[config.mk]
export PLATFORM = sky130hd
export DESIGN_NAME = adder_stim_gen_flat
export DESIGN_NICKNAME = d
export VERILOG_FILES = /design/src/rtl/adder_tb_pkg.sv /design/src/rtl/adder_stim_gen_if.sv /design/src/rtl/adder_lfsr32.sv /design/src/rtl/adder_stim_gen.sv /design/src/flat_wrapper.sv
export SDC_FILE = /design/constraint.sdc
export NUM_CORES = 1
export LEC_CHECK = 0
export BUFFER_PORTS_ARGS = -buffer_cell sky130_fd_sc_hd__buf_2
export CORE_ASPECT_RATIO = 0.5
export CORE_MARGIN = 4
export CORE_UTILIZATION = 43
export CTS_CLUSTER_DIAMETER = 50
export CTS_CLUSTER_SIZE = 28
export DETAILED_ROUTE_END_ITERATION = 10
export HOLD_SLACK_MARGIN = 0.02
export PLACE_DENSITY = 0.72
export SLEW_MARGIN = 20
export SYNTH_ARGS = -nofsm -noshare
export SYNTH_HDL_FRONTEND = slang
export SYNTH_SLANG_ARGS = --single-unit
[constraint.sdc]
create_clock -name clk -period 4.9 [get_ports clk]
set_input_delay 0.735 -clock clk [delete_from_list [all_inputs] [get_ports clk]]
set_output_delay 0.735 -clock clk [all_outputs]
set_load 0.1 [all_outputs]
[src/rtl/adder_tb_pkg.sv]
// Shared types, constants and helpers for the adder stimulus generator.
package adder_tb_pkg;

  typedef enum logic [1:0] {IDLE, RUN, DONE} state_e;

  localparam logic [31:0] LFSR_MASK = 32'h8020_0003;
  localparam int unsigned MODE_EXH  = 0;
  localparam int unsigned MODE_RAND = 1;

  // Number of vectors in one run for the given configuration.
  function automatic logic [31:0] vec_total(int unsigned n, int unsigned mode,
                                            logic [31:0] num_rand);
    if (mode == MODE_EXH) return 32'd1 << (2 * n + 1);
    return num_rand;
  endfunction

  // One Galois right-shift step of the 32-bit LFSR.
  function automatic logic [31:0] lfsr_step(logic [31:0] s);
    return s[0] ? ((s >> 1) ^ LFSR_MASK) : (s >> 1);
  endfunction

endpackage

[src/rtl/adder_stim_gen_if.sv]
// Vector stream handshake: {cin,a,b} qualified by valid, accepted by ready.
interface adder_stim_gen_if #(
  parameter int unsigned n = 2
) ();
  logic         valid;
  logic         ready;
  logic         cin;
  logic [n-1:0] a;
  logic [n-1:0] b;

  modport master (output valid, cin, a, b, input ready);
  modport slave  (input valid, cin, a, b, output ready);
endinterface

[src/rtl/adder_lfsr32.sv]
// 32-bit Galois LFSR; a zero seed is replaced by 1 so the register never locks up.
module adder_lfsr32
  import adder_tb_pkg::*;
(
  input  logic        clk,
  input  logic        rst,
  input  logic        load,
  input  logic        step,
  input  logic [31:0] seed,
  output logic [31:0] state
);
  logic [31:0] seed_fix;

  assign seed_fix = (seed == 32'd0) ? 32'd1 : seed;

  always_ff @(posedge clk) begin
    if (rst || load) begin
      state <= seed_fix;
    end else if (step) begin
      state <= lfsr_step(state);
    end
  end
endmodule

[src/rtl/adder_stim_gen.sv]
// Stimulus source for adder DUVs: exhaustive or LFSR vectors over valid/ready.
module adder_stim_gen
  import adder_tb_pkg::*;
#(
  parameter int unsigned n        = 2,
  parameter int unsigned MODE     = 0,
  parameter logic [31:0] NUM_RAND = 32'd96,
  parameter logic [31:0] SEED     = 32'h0000_0001
) (
  input  logic                     clk,
  input  logic                     rst,
  input  logic                     start,
  adder_stim_gen_if.master         stim,
  output logic                     busy,
  output logic                     done,
  output logic [31:0]              count
);
  localparam int unsigned W     = 2 * n + 1;
  localparam logic [31:0] TOTAL = vec_total(n, MODE, NUM_RAND);

  state_e      state_q;
  logic        valid_q;
  logic [W-1:0] vec_q;
  logic [31:0] lfsr_state;
  logic [31:0] lfsr_next;
  logic [W-1:0] first_vec;
  logic [W-1:0] next_vec;
  logic        xfer;
  logic        unused_lfsr;

  assign xfer      = (state_q == RUN) && stim.ready;
  assign lfsr_next = lfsr_step(lfsr_state);
  assign first_vec = (MODE == MODE_RAND) ? lfsr_state[W-1:0] : '0;
  assign next_vec  = (MODE == MODE_RAND) ? lfsr_next[W-1:0]
                                         : vec_q + {{(W-1){1'b0}}, 1'b1};
  assign unused_lfsr = ^{lfsr_state[31:W], lfsr_next[31:W]};

  // Reseeding happens only through rst; a restart continues the sequence.
  adder_lfsr32 u_lfsr (
    .clk   (clk),
    .rst   (rst),
    .load  (1'b0),
    .step  (xfer),
    .seed  (SEED),
    .state (lfsr_state)
  );

  always_ff @(posedge clk) begin
    if (rst) begin
      state_q <= IDLE;
      valid_q <= 1'b0;
      vec_q   <= '0;
      busy    <= 1'b0;
      done    <= 1'b0;
      count   <= '0;
    end else begin
      unique case (state_q)
        IDLE, DONE: begin
          if (start) begin
            state_q <= RUN;
            valid_q <= 1'b1;
            vec_q   <= first_vec;
            busy    <= 1'b1;
            done    <= 1'b0;
            count   <= '0;
          end
        end
        RUN: begin
          if (stim.ready) begin
            count <= (count == 32'hFFFF_FFFF) ? count : count + 32'd1;
            // Final vector stays on the outputs while DONE.
            if (count == TOTAL - 32'd1) begin
              state_q <= DONE;
              valid_q <= 1'b0;
              busy    <= 1'b0;
              done    <= 1'b1;
            end else begin
              vec_q <= next_vec;
            end
          end
        end
        default: state_q <= IDLE;
      endcase
    end
  end

  assign stim.valid = valid_q;
  assign stim.cin   = vec_q[W-1];
  assign stim.a     = vec_q[W-2:n];
  assign stim.b     = vec_q[n-1:0];
endmodule

[src/flat_wrapper.sv]
// flat-port wrapper written by rule: the top's interface ports become plain ports
module adder_stim_gen_flat import adder_tb_pkg::*;
#(
  parameter int unsigned n        = 2,
  parameter int unsigned MODE     = 0,
  parameter logic [31:0] NUM_RAND = 32'd96,
  parameter logic [31:0] SEED     = 32'h0000_0001
)
  (clk, rst, start, busy, done, count, stim_valid, stim_cin, stim_a, stim_b, stim_ready);
  adder_stim_gen_if #(.n(n)) stim_i ();
  input  logic clk;
  input  logic rst;
  input  logic start;
  output logic busy;
  output logic done;
  output logic [31:0] count;
  output wire logic [$bits(stim_i.valid)-1:0] stim_valid;
  output wire logic [$bits(stim_i.cin)-1:0] stim_cin;
  output wire logic [$bits(stim_i.a)-1:0] stim_a;
  output wire logic [$bits(stim_i.b)-1:0] stim_b;
  input wire logic [$bits(stim_i.ready)-1:0] stim_ready;
  assign stim_valid = stim_i.valid;
  assign stim_cin = stim_i.cin;
  assign stim_a = stim_i.a;
  assign stim_b = stim_i.b;
  assign stim_i.ready = stim_ready;
  adder_stim_gen #(.n(n), .MODE(MODE), .NUM_RAND(NUM_RAND), .SEED(SEED)) u_core (.clk(clk), .rst(rst), .start(start), .stim(stim_i), .busy(busy), .done(done), .count(count));
endmodule
# == After elaboration in Yosys (flattened, before gate mapping) ==
# Index checks and enable logic that the tools add are counted.
# word_totals
input_bits,4
wordCells,43
output_inout_bits,40
register_bits,41
# classes
mux,20
reduce_logical,7
add_sub_neg,2
eq_ne,9
# ops
cell,n
2-to-1 mux 32 bit,3
case mux 32 bit (2 select lines),1
adder 32 x 1 -> 32 bit (second input constant),1
equality test 32 bit (second input constant),1
equality test 32 x 5 -> 1 bit (second input constant),1
2-to-1 mux 5 bit,3
AND reduction 4 bit,3
inequality test 2 bit (second input constant),5
case mux 5 bit (2 select lines),1
2-to-1 mux 1 bit,6
2-to-1 mux 2 bit,3
adder 5 x 1 -> 5 bit (second input constant),1
case mux 1 bit (2 select lines),2
case mux 2 bit (2 select lines),1
AND reduction 3 bit,1
equality test 2 x 1 -> 1 bit (second input constant),1
equality test 2 bit (second input constant),1
logical NOT 2 bit,1
nonzero test 2 bit,1
OR reduction 2 bit,1

# == Longest topological paths before layout ==
# Gate-level depths: netlist of the first run.
# logic_depth
word_depth,4
depth_mapped,8
ltp_nobuf,6

# == Worst setup path before layout of the first run ==
# Ideal clock, no wire load.
# synth_timing
path_kind,register to register
startpoint,register u_core.count[0]
endpoint,register u_core.vec_q[1]
t_arrival_ns,2.778
setup_time_ns,0.116
slack_ns,2.006
path_stages_with_launch,8
required_ns,4.784
path_buffers,1
synth_period_minus_slack_ns,2.894
cell_sequence,dfxtp_1 > ha_1 > and3_1 > clkbuf_1 > nand2_1 > o31ai_1 > a21oi_1 > a41o_1
# synth_via
elab_chain_cells,3
# synth_rtl
element,line,rtl
"start, declared",adder_stim_gen.sv:16,output logic [31:0] count
"start signal, assigned",adder_stim_gen.sv:70,count <= (count == 32'hFFFF_FFFF) ? count : count + 32'd1;
equality test 32 x 5 -> 1 bit,adder_stim_gen.sv:72,if (count == TOTAL - 32'd1) begin
inequality test 2 bit (no source line),-,
AND reduction 4 bit (no source line),-,
"end signal, assigned",adder_stim_gen.sv:62,vec_q <= first_vec;
"end signal, assigned",adder_stim_gen.sv:78,vec_q <= next_vec;
"end, declared",adder_stim_gen.sv:23,logic [W-1:0] vec_q;
# No other way between the ends.
# A chain may end at the register's enable or synchronous reset.

# == Worst setup path after layout of the first run ==
# layout_timing
startpoint,register u_core.count[12]
endpoint,register u_core.count[7]
# layout_via
elab_chain_cells,3
# layout_rtl
element,line
equality test 32 bit,adder_stim_gen.sv:70
inequality test 2 bit (no source line),-
AND reduction 4 bit (no source line),-
# No other way between the ends.

==> results of run 1 <==
==> routing by layer <==
layer,GRT usage (%),wire length (um),share of wire [%]
met2,32.2,3090,42
met5,0,0,0
met4,8.05,105,1.4
met3,5.98,718,9.9
met1,30.0,3370,46
==> final cells by class <==
class / count / area (um^2) / share of cell area, %
Timing Repair Buffer: 43 / 215 / 7.98
Multi-Input combinational cell: 227 / 1420 / 52.8
Sequential cell: 41 / 821 / 30.4
Tap cell: 70 / 87.6 / 3.25
Inverter: 8 / 30.0 / 1.11
Clock buffer: 6 / 82.6 / 3.06
Clock inverter: 2 / 37.5 / 1.39
==> final timing paths <==
check,to,cells past startpoint,slack [ns]
worst min-delay path,u_core.vec_q[4],1,0.48
worst max register to register,u_core.count[7],5,2.18
worst max-delay path,u_core.count[7],5,2.18
worst min register to register,u_core.vec_q[4],1,0.48
==> sequential cells by signal, indices dropped and copies added (netlist names) <==
signal / count
u_core.vec_q: 5
u_core.state_q: 2
u_core.done: 1
u_core.busy: 1
u_core.count: 32
==> layout by cell type, fill, tap and decap left out, types with 8 or more instances in the layout <==
cell type,count
o21ai_0,14
inv_1,8
nand3_1,22
nor4_1,13
nand4_1,13
a31oi_1,9
dfxtp_1,41
nand2_1,26
nor2_1,19
buf_2,43
a21oi_1,14
nor3_1,10
==> cells by family (layout without fill, tap and decap cells) <==
logic type      count (synthesis)  count (layout)  synth area share (%)
simple gates                  142             142                  34.5
compound gates                 79              79                  22.9
flops                          41              41                  34.7
buf+inv                        24              59                  5.13
mux                             4               4                  1.69
fa+ha+maj                       2               2                  1.06
==> cells in the mapped netlist (7+ instances only) <==
library cell,count,area share (%)
o31ai_1,7,2.2
nor3_1,10,2.1
dfxtp_1,41,35
a21oi_1,14,3.0
nor2_1,19,3.0
nand2_1,26,4.1
nor4_1,13,3.4
nand4_1,13,3.4
clkbuf_1,8,1.3
nand3_1,22,4.7
a31oi_1,9,2.4
o21ai_0,14,3.0
a311oi_1,7,2.6
inv_1,8,1.3
==> power breakdown <==
group          internal, W  switching [W]  total [W]
Clock             0.000166       0.000127   0.000293
Combinational    0.0000126      0.0000552  0.0000679
Sequential        0.000335     0.00000339   0.000339
Total             0.000514       0.000186   0.000699
==> through the flow <==
stage / power [W] / cell area (um^2) / hold WS, ns / utilization (%)
final: 0.000699 / 2700 / 0.480 / 52.8
after detailed placement: 0.000413 / 2580 / 0.467 / 50.4
after CTS: 0.000702 / 2700 / 0.493 / 52.8
after global placement: 0.000412 / 2580 / 0.448 / 50.4
after floorplan: 0.000399 / 2370 / 0.500 / -
after global routing: 0.000719 / 2700 / 0.503 / 52.8
==> flow_metrics.tcl, run 1 <==
set metrics [dict create \
    avgSynthCellArea_um2 8.10 \
    hold_class "reg2reg" \
    antenna_left 0 \
    grt_pass1_wl_um 11800 \
    drtIter0Drc 240 \
    die_area_mm2 0.00683 \
    hp-start "u_core.vec_q[4]" \
    critPathTopFamily "simple AND/OR/NAND/NOR gates" \
    start_kind "register" \
    wl_per_cell_um 18.3 \
    synth-main-ff-cell "dfxtp_1" \
    cts_buffers 5 \
    criticalPathCategory "reg2reg" \
    cp_num_buf_inv 0 \
    irDropWorstVdd_v 0.000120 \
    status "finished clean" \
    cts_tree "yes" \
    yosysWarnings 0 \
    grt_pass1_vias 2351 \
    place_congestion 0.922 \
    crit_start "u_core.count[12]" \
    p_leak_nw 1.02 \
    hpwl_um 5070 \
    critPathMaxFanout 15 \
    drive_gt1_share_pct 18.7 \
    cp-end-kind "register" \
    finalSetupViolations 0 \
    maxCapViolCount 0 \
    final_hold_viol_count 0 \
    place_inst 389 \
    netlist_instances 292 \
    fmax_mhz 367 \
    vias 2566 \
    htreeDepth 2 \
    worstPathArrival_ns 2.94 \
    io_pins 44 \
    cts_root_buf "clkbuf_8" \
    r2r-start "u_core.count[12]" \
    netlist_area_mm2 0.00237 \
    grt_max_degree 31 \
    fin_setup_tns_ns 0 \
    ys_seq_elements 41 \
    crit_chain "nand4_1, nor4_4, and4_1, nor2_1, a311oi_1" \
    cts.clk_slew.worst_paths_ns 0.09 \
    drc_errors 0 \
    synth_edf_count 0 \
    core_mm2 0.00511 \
    clockBufferDepth 2 \
    rows 18 \
    initial_core_util_pct 46.3 \
    cts.sinks 41 \
    crit_slowest_cell "and4_1" \
    worst_slew_pin_slew_ns 1.06 \
    chipWidth_um 113 \
    nNetsFinal 332 \
    cpPeakStageDelay_ns 0.65 \
    numPortBuffers 43 \
    powerDensity_mw_per_mm2 259 \
    rsz0062_at_grt "no" \
    post_cts_resized 0 \
    ys_types 57 \
    period_needed_ns 2.72 \
    setup_slack_ns 2.18 \
    vias_per_cell 6.46 \
    antennaDiodeCount 0 \
    die_h_um 60.5 \
    antenna_found_initial 0 \
    pre_cts_ws_ns 2.16 \
    postCtsSetupBuffers 0 \
    synthArstFlopShare_pct 0 \
    slew_violations 0 \
    fin_cells 397 \
    holdBufCountCts 0 \
    insertion_delay_ns 0.31 \
    skew_ns 0.00960 \
    area_growth_pct 14.0 \
    drt-total-wl_um 7280 \
    track_usage_pct 21.5 \
    yosysSeqAreaShare_pct 34.7 \
    period_share_pct 55.6 \
    grt_overflow 0 \
    synth_nets 298 \
    nFillCells 494 \
    relSlewSlack_pct 28.6 \
    firstDrtPassIters 5 \
    required_ns 5.12 \
]
(Power assumes the default switching activity.)
==> inputs of run 2 (changes only) <==
Settings changed: ABC_AREA set to 1, PLACE_DENSITY 0.72 to 0.71.
Clock period 4.9 ns to 2.6 ns, I/O delays scaled along.
==> run 2 against run 1 <==
Compared with the run above: non-clock buffer count up 5; via count up 22%; clock-buffer cell count unchanged; sequential cell count unchanged; register-to-register slack worse by 1.6 ns; largest power group unchanged; sequential power up 98%; core utilization down 0.51 points; critical endpoint is now u_core.count[2]; power up 140%; first-iteration DRC count up 35%; final cell count up 59%.
==> flow_metrics.tcl, run 2 <==
set metrics [dict create \
    grt_max_degree 23 \
    yosysSeqAreaShare_pct 29.1 \
    final_hold_viol_count 0 \
    grt_pass1_wl_um 13300 \
    synth_top_area_share_pct 29.1 \
    core_mm2 0.00621 \
    cts.clk_slew.worst_paths_ns 0.06 \
    yosysWarnings 0 \
    nFillCells 667 \
    drc_errors 0 \
    ys_seq_elements 41 \
    insertion_delay_ns 0.29 \
    layout_common_cells "nand2_1, nor2_1, inv_1" \
    powerDensity_mw_per_mm2 511 \
    cts.sinks 41 \
    numPortBuffers 43 \
    period_share_pct 79.1 \
    cts_buffers 5 \
    p_leak_nw 1.58 \
    area_growth_pct 14.8 \
    netlist_area_mm2 0.00282 \
    chipWidth_um 123 \
    maxCapViolCount 0 \
    cts_root_buf "clkbuf_16" \
    die_area_mm2 0.00801 \
    drt-total-wl_um 7850 \
    synthArstFlopShare_pct 0 \
    die_h_um 65.3 \
    cts_tree "yes" \
    largest_register_ffs 32 \
    postCtsSetupBuffers 0 \
    swShare_pct 34.5 \
    skew_ns 0.00368 \
    rows 20 \
    hold_class "in2reg" \
    antenna_left 0 \
    synth_edf_count 0 \
    criticalPathCategory "reg2reg" \
    clock_power_share_pct 36.8 \
    hpwl_um 5850 \
    firstDrtPassIters 6 \
    start_kind "register" \
    final_area_mm2 0.00324 \
    clockBufferDepth 2 \
    drtIter0Drc 325 \
    finalSetupViolations 0 \
    fin_setup_tns_ns 0 \
    multi_input_area_mm2 0.00161 \
    place_congestion 0.951 \
    antennaDiodeCount 0 \
    post-synth-top-count-cell "nand2_1" \
    area.sequential_um2 821 \
    top_regs "u_core.count: 32 flops, u_core.vec_q: 5 flops, u_core.state_q: 2 flops" \
    antenna_found_initial 0 \
    largest-register "u_core.count" \
    p_comb_share_pct 22.7 \
    worstPathArrival_ns 2.24 \
    wl_per_cell_um 12.5 \
    slew_violations 0 \
    synth_area_leaders "dfxtp_1, nand2_1, nor2_1" \
    irDropWorstVdd_v 0.000272 \
    synth-main-ff-cell "dfxtp_1" \
    nNetsFinal 547 \
    rsz0062_at_grt "no" \
    yosys-top-cells-count "nand2_1, nor2_1, inv_1, dfxtp_1, nand3_1" \
    io_pins 44 \
    whs_ns 0.385 \
    synth_area_leader_cell "dfxtp_1" \
    vias 3133 \
    vias_per_cell 4.97 \
    placed_area_mm2 0.00310 \
    period_needed_ns 2.06 \
    initial_core_util_pct 45.5 \
    post_cts_resized 0 \
    cp-end-kind "register" \
    holdBufCountCts 0 \
    critPathMaxFanout 12 \
    fmax_mhz 486 \
    layout_commonest_cell "nand2_1" \
    grt_overflow 0 \
    track_usage_pct 20.9 \
    p_switching_w 0.000573 \
    ys_types 31 \
    relSlewSlack_pct 64.4 \
    p_int_w 0.00109 \
    htreeDepth 2 \
    status "finished clean" \
    netlist_instances 502 \
    worst_slew_pin_slew_ns 0.534 \
    seq_power_share_pct 40.5 \
    avgSynthCellArea_um2 5.63 \
    required_ns 2.79 \
    drive_gt1_share_pct 12.7 \
    grt_pass1_vias 2811 \
    synth_nets 508 \
]
run 2: changes by cell type after synthesis, moves of 13 or more:
cell / before / now
inv_1: 8 / 80
nand2_1: 26 / 162
nor4_1: 13 / 0
nand3_1: 22 / 38
nor2_1: 19 / 82
run 2: logic make-up after synthesis:
family,count (synthesis),share of synthesized area (%)
AND/OR/NAND/NOR,311,46.3
buffers and inverters,97,13.9
AO/OA/AOI/OAI,49,9.30
flip-flops,41,29.1
XOR/XNOR,2,0.620
adder cells (fa/ha/maj),2,0.886
run 2: path summary, 6_finish.rpt:
check,from,to,slack [ns],cells past startpoint
setup reg to reg,u_core.count[0],u_core.count[2],0.54,10
hold / removal,rst,u_core.busy,0.39,2
setup / recovery,u_core.count[0],u_core.count[2],0.54,10
hold reg to reg,u_core.done,u_core.done,0.45,2
run 2: worst max-delay path, cell delays in order, from the launching register on:
cell,delay [ns]
dfxtp_1,0.41
ha_1,0.20
nand2_1,0.10
nor2_2,0.23
nand3_4,0.14
nor2_4,0.11
nand3_2,0.12
nand2_2,0.21
buf_4,0.23
nor2_1,0.05
o21a_1,0.16
run 2: through the flow:
| stage | cells | worst slack, ns | utilization (%) | power, W |
|---|---|---|---|---|
| after floorplan | 502 | 0.163 | - | 0.00100 |
| after global placement | 622 | 0.598 | 49.9 | 0.00105 |
| after detailed placement | 622 | 0.585 | 49.9 | 0.00106 |
| after CTS | 630 | 0.548 | 52.3 | 0.00167 |
| after global routing | 630 | 0.338 | 52.3 | 0.00174 |
| final | 630 | 0.542 | 52.3 | 0.00166 |
run 2: final cells by class:
| cell class | count | share of cell area [%] |
|---|---|---|
| sequential | 41 | 25.3 |
| tap | 88 | 3.40 |
| inverter | 81 | 9.38 |
| clock inverter | 2 | 0.463 |
| multi-input combinational | 364 | 49.7 |
| clock buffer | 6 | 3.97 |
| timing repair buffer | 48 | 7.79 |
run 2: power by group through the flow:
stage                     logic [W]  clock network [W]  registers (W)
after floorplan            0.000198                  0       0.000802
after global placement     0.000371                  0       0.000684
after CTS                  0.000375           0.000623       0.000671
after detailed placement   0.000373                  0       0.000684
final                      0.000377           0.000610       0.000671
after global routing       0.000415           0.000654       0.000674
run 2: metal layers:
layer | share of wire (%) | wire, um | up-vias | GRT usage [%]
met5 | 0 | 0 | - | 0
met2 | 42 | 3280 | 106 | 32.5
met1 | 48 | 3790 | 1403 | 28.6
met4 | 1.2 | 92 | 0 | 5.44
li1 | - | - | 1613 | -
met3 | 8.8 | 693 | 11 | 6.02
